$ cat config.mk
export PLATFORM = sky130hd
export DESIGN_NAME = sipo_pingpong_buffer
export DESIGN_NICKNAME = d
export VERILOG_FILES = /design/src/rtl/sipo_pingpong_buffer.sv
export SDC_FILE = /design/constraint.sdc
export NUM_CORES = 1
export LEC_CHECK = 0
export ABC_AREA = 0
export ABC_CLOCK_PERIOD_IN_PS = 24300
export BUFFER_PORTS_ARGS = -buffer_cell sky130_fd_sc_hd__buf_4
export CAP_MARGIN = 20
export CORE_MARGIN = 10
export CORE_UTILIZATION = 63
export CTS_CLUSTER_DIAMETER = 200
export CTS_CLUSTER_SIZE = 14
export DETAILED_ROUTE_END_ITERATION = 10
export PLACE_DENSITY = 0.91
export SLEW_MARGIN = 25
export SYNTH_ARGS = -nofsm -noshare
export SYNTH_HDL_FRONTEND = slang
export SYNTH_SLANG_ARGS = --single-unit
$ cat constraint.sdc
create_clock -name clk -period 24.3 [get_ports clk]
set_clock_uncertainty 0.1 [all_clocks]
set_input_delay 3.645 -clock clk [delete_from_list [all_inputs] [get_ports clk]]
set_output_delay 3.645 -clock clk [all_outputs]
set_load 0.005 [all_outputs]
$ cat src/rtl/sipo_pingpong_buffer.sv
// Ping-pong SIPO buffer: addressed word writes fill one bank while the
// other bank is presented to the consumer as a parallel frame.
module sipo_pingpong_buffer #(
   parameter int IWIDTH    = 10,
   parameter int NINPUTS   = 8,
   parameter int NCHANNELS = 2,
   parameter int AW        = $clog2(NINPUTS),
   parameter int CW        = (NCHANNELS > 1) ? $clog2(NCHANNELS) : 1,
   parameter int FW        = $clog2(NINPUTS*NCHANNELS+1)
) (
   input  logic              clk,
   input  logic              rst,
   input  logic              in_valid,
   output logic              in_ready,
   input  logic [CW-1:0]     in_ch,
   input  logic [AW-1:0]     in_addr,
   input  logic [IWIDTH-1:0] in_data,
   input  logic              clear,
   output logic              out_valid,
   input  logic              out_ready,
   output logic [IWIDTH-1:0] out [NCHANNELS][NINPUTS],
   output logic              wr_err,
   output logic [FW-1:0]     fill_count
);

   localparam int NW = NINPUTS*NCHANNELS;

   logic [IWIDTH-1:0] mem [2][NCHANNELS][NINPUTS];
   logic [NW-1:0]     mask [2];
   logic [1:0]        full;
   logic              wr_sel;
   logic              rd_sel;

   logic              in_range;
   logic              acc;
   logic              bad;
   logic              pop;
   logic              is_new;
   logic              done;
   logic [NW-1:0]     bitv;
   logic [NW-1:0]     nmask;

   assign out_valid = full[rd_sel];

   always_comb begin
      in_range = (int'(in_ch) < NCHANNELS) && (int'(in_addr) < NINPUTS);
      in_ready = !full[wr_sel] && !clear;
      acc      = in_valid && in_ready && in_range;
      bad      = in_valid && in_ready && !in_range;
      pop      = out_valid && out_ready;
      bitv     = '0;
      if (in_range)
         bitv = NW'(1) << (int'(in_ch)*NINPUTS + int'(in_addr));
      is_new   = (mask[wr_sel] & bitv) == '0;
      nmask    = mask[wr_sel] | bitv;
      done     = acc && (&nmask);
   end

   always_comb
      for (int c = 0; c < NCHANNELS; c++)
         for (int i = 0; i < NINPUTS; i++)
            out[c][i] = mem[rd_sel][c][i];

   // Pop and fill always target different banks, so their updates never collide.
   always_ff @(posedge clk or posedge rst) begin
      if (rst) begin
         for (int b = 0; b < 2; b++)
            for (int c = 0; c < NCHANNELS; c++)
               for (int i = 0; i < NINPUTS; i++)
                  mem[b][c][i] <= '0;
         mask[0]    <= '0;
         mask[1]    <= '0;
         full       <= '0;
         wr_sel     <= 1'b0;
         rd_sel     <= 1'b0;
         wr_err     <= 1'b0;
         fill_count <= '0;
      end else begin
         wr_err <= bad;
         if (pop) begin
            full[rd_sel] <= 1'b0;
            mask[rd_sel] <= '0;
            rd_sel       <= !rd_sel;
         end
         if (acc) begin
            mem[wr_sel][in_ch][in_addr] <= in_data;
            mask[wr_sel] <= nmask;
            if (done) begin
               full[wr_sel] <= 1'b1;
               wr_sel       <= !wr_sel;
               fill_count   <= '0;
            end else if (is_new) begin
               fill_count <= fill_count + FW'(1);
            end
         end
         if (clear) begin
            if (!full[wr_sel])
               mask[wr_sel] <= '0;
            fill_count <= '0;
         end
      end
   end

endmodule

==> impl_metrics.py <==
metrics = {
    "placed_design": {
        "io_buffers": 185,
        "routabilityCongestion": 0.939,
        "dp_hpwl_microns": 24700,
    },
    "clocking": {
        "max-clock-path-buffers": 3,
        "hold_buffers": 0,
        "cts_made_buffers": 29,
        "clock_latency_ns": 0.55,
        "cts_root_buffer": "clkbuf_16",
        "cts_setup_buffers": 0,
        "cts.sinks": 361,
        "cts_tree": "yes",
        "ctsHtreeMaxLevel": 1,
        "cts.reportedPaths.clkPinSlew_ns": 0.06,
        "ctsResizeCount": 0,
    },
    "global_route": {
        "track_usage_pct": 23.0,
        "grt_pass1_wl_microns": 60900,
        "grt_max_degree": 130,
        "grt_pass1_vias": 10605,
        "gr-total-overflow": 0,
        "grt_antenna_before_repair": 0,
    },
    "setup_path": {
        "cpMostUsedCell": "buf_4",
        "arrival_ns": 4.12,
        "endpoint_kind": "output port",
        "crit_fanout": 3,
        "cpMaxStageDelayCell": "and2_1",
        "path_buf_inv": 3,
        "path_cells": "buf_4, inv_1, and2_1, buf_4",
        "critical_path_class": "primary input to output port",
        "slowest_delay_ns": 0.14,
        "cp-start-kind": "primary input",
        "cp-startpoint": "clear",
        "reg2reg_from": "wr_sel$_DFFE_PP0P_",
        "crit_required_ns": 20.56,
        "cpLargestDelayFamily": "buffers and inverters",
    },
    "routing": {
        "drc": 0,
        "vias_per_cell": 6.02,
        "vias": 9780,
        "first_iter_violations": 836,
        "postRouteAntennaNets": 0,
        "routed_wl_microns": 38200,
        "wl_per_cell_microns": 23.5,
        "drt_pre_antenna_iters": 5,
    },
    "sta": {
        "fin_tns_setup_ns": 0,
        "max-slew-margin-rel_pct": 30.6,
        "min_period_ns": 7.86,
        "rsz0062_at_grt": "false",
        "setup_viol": 0,
        "final_hold_viol_count": 0,
        "clock.fmax_mhz": 127,
        "finalMaxSlewViolations": 0,
        "tightest_slew_ns": 1.04,
        "finalCritPeriodShare_pct": 32.3,
    },
    "logic_synthesis": {
        "synth-main-ff-cell": "dfrtp_1",
        "seq_area_frac_synth_pct": 55.8,
        "synth-adder-area-share_pct": 0.0773,
        "synth-xor-area-share_pct": 0.155,
        "synth_top_family_by_area": "multiplexers",
        "synth-simple-area-share_pct": 3.37,
        "synth_area_per_cell_sq_um": 13.9,
        "yosys-mux-area-fraction_pct": 34.7,
        "synthCells": 1163,
        "netlist_area_sq_um": 16200,
        "ys_warn_count": 0,
        "synth.net_count": 1183,
        "synth_cell_type_count": 49,
        "synth_compound_area_share_pct": 2.98,
        "synthArstFlopShare_pct": 100,
        "ys_ff_latch": 361,
        "synth_edf_count": 0,
    },
    "die": {
        "io_pins": 187,
        "core_area_sq_um": 25300,
        "die_h_microns": 180,
        "die_area_sq_um": 32500,
        "die_x_microns": 180,
        "fp-row-count": 58,
        "start_util_pct": 64.1,
    },
    "cells_and_area": {
        "nNetsFinal": 1313,
        "final_util_pct": 73.1,
        "layout-drive-gt1-share_pct": 56.0,
        "area_growth_pct": 13.9,
        "n_antenna_cell": 0,
        "fillers": 1609,
    },
    "power": {
        "p_per_area_nw_per_um2": 64.1,
        "cellLeakagePower_nw": 9.31,
        "total_power_mw": 1.18,
        "ir_drop_v": 0.0000455,
    },
    "run": {
        "cap_violations": 0,
    },
    "run_status": {
        "status": "completed",
    },
    "worst_hold_path": {
        "worstHoldStart": "mem[271]$_DFFE_PP0P_",
        "min_path_type": "flop to flop",
    },
}
[registers in the layout, summed over array words and instances (netlist names)]
register and count:
wr_sel 1, rd_sel 1, mem 320, full 2
mask 32, fill_count 5
[layer usage]
metal | vias to the layer above | wire length [microns] | GRT usage, %
met1 | 5114 | 16600 | 30.4
li1 | 4350 | - | -
met5 | - | 0 | 0
met4 | 0 | 914 | 6.43
met2 | 258 | 18800 | 38.3
met3 | 58 | 1830 | 3.73
[through the flow]
stage	setup slack [ns]	cell area (sq um)	hold WS, ns	cells
after global routing	16.39	18400	0.408	1625
after detailed placement	16.46	17700	0.389	1592
final	16.44	18400	0.401	1625
after CTS	16.45	18400	0.404	1625
after floorplan	10.54	16200	0.360	1163
after global placement	16.47	17700	0.372	1592
[worst register-to-register path: cells and delay by family (launching register included)]
family / cells / cell delay [ns]
simple gates: 3 / 1.60
flops: 1 / 0.78
mux: 1 / 0.43
buf+inv: 1 / 0.21
[Yosys cell counts (3+ instances only)]
| cell | number | area share (%) |
|---|---|---|
| nand2_1 | 38 | 0.88 |
| nand3b_1 | 4 | 0.19 |
| o21a_1 | 5 | 0.23 |
| o22ai_1 | 6 | 0.23 |
| a21boi_0 | 12 | 0.56 |
| inv_1 | 20 | 0.46 |
| mux2_2 | 482 | 34 |
| a21oi_1 | 21 | 0.65 |
| a31oi_1 | 3 | 0.12 |
| nand2b_1 | 4 | 0.15 |
| clkbuf_1 | 55 | 1.3 |
| and2_1 | 4 | 0.15 |
| nor2b_1 | 4 | 0.15 |
| o21ai_0 | 5 | 0.15 |
| mux2i_1 | 19 | 1.2 |
| buf_2 | 15 | 0.46 |
| dfrtp_1 | 361 | 56 |
| nand3_1 | 8 | 0.25 |
| nor2_1 | 31 | 0.72 |
| nor3_1 | 7 | 0.22 |
| buf_1 | 20 | 0.46 |
| or3_1 | 6 | 0.23 |
[power breakdown]
group	internal (mW)	switching, mW
combinational	0.0452	0.0439
sequential	0.653	0.0263
clock	0.211	0.202
[worst paths after layout]
path | end | slack, ns | cells after the start
max in group asynchronous | mem[207]$_DFFE_PP0P_ | 19.01 | 4
min in group asynchronous | mem[144]$_DFFE_PP0P_ | 3.17 | 2
hold reg to reg | mem[271]$_DFFE_PP0P_ | 0.40 | 1
setup / recovery | in_ready | 16.44 | 4
hold / removal | mem[271]$_DFFE_PP0P_ | 0.40 | 1
setup reg to reg | mem[14]$_DFFE_PP0P_ | 21.07 | 5
[cell type report]
class / instances / area (sq um) / area share (%)
Inverter: 20 / 82.6 / 0.448
Clock buffer: 31 / 733 / 3.97
Clock inverter: 2 / 13.8 / 0.0746
Tap cell: 330 / 413 / 2.24
Multi-Input combinational cell: 688 / 6710 / 36.4
Timing Repair Buffer: 193 / 1460 / 7.91
Sequential cell: 361 / 9040 / 49.0
[layout by cell type, fill, tap and decap left out, types with 6 or more instances in the layout]
cell type and instances:
mux2_2 482, dfrtp_1 359, buf_4 190, nand2_1 38
clkbuf_16 29, nor2_1 27, a21oi_1 21, inv_1 19
mux2i_1 19, a21boi_0 12, nand3_1 8, or3_1 6
o22ai_1 6
[logic make-up after synthesis]
kind of cell | Yosys count
multiplexers | 501
flip-flops | 361
other | 1
XOR/XNOR | 2
AO/OA/AOI/OAI | 68
buffers and inverters | 114
adder cells (fa/ha/maj) | 1
AND/OR/NAND/NOR | 115
(Power assumes the default switching activity.)
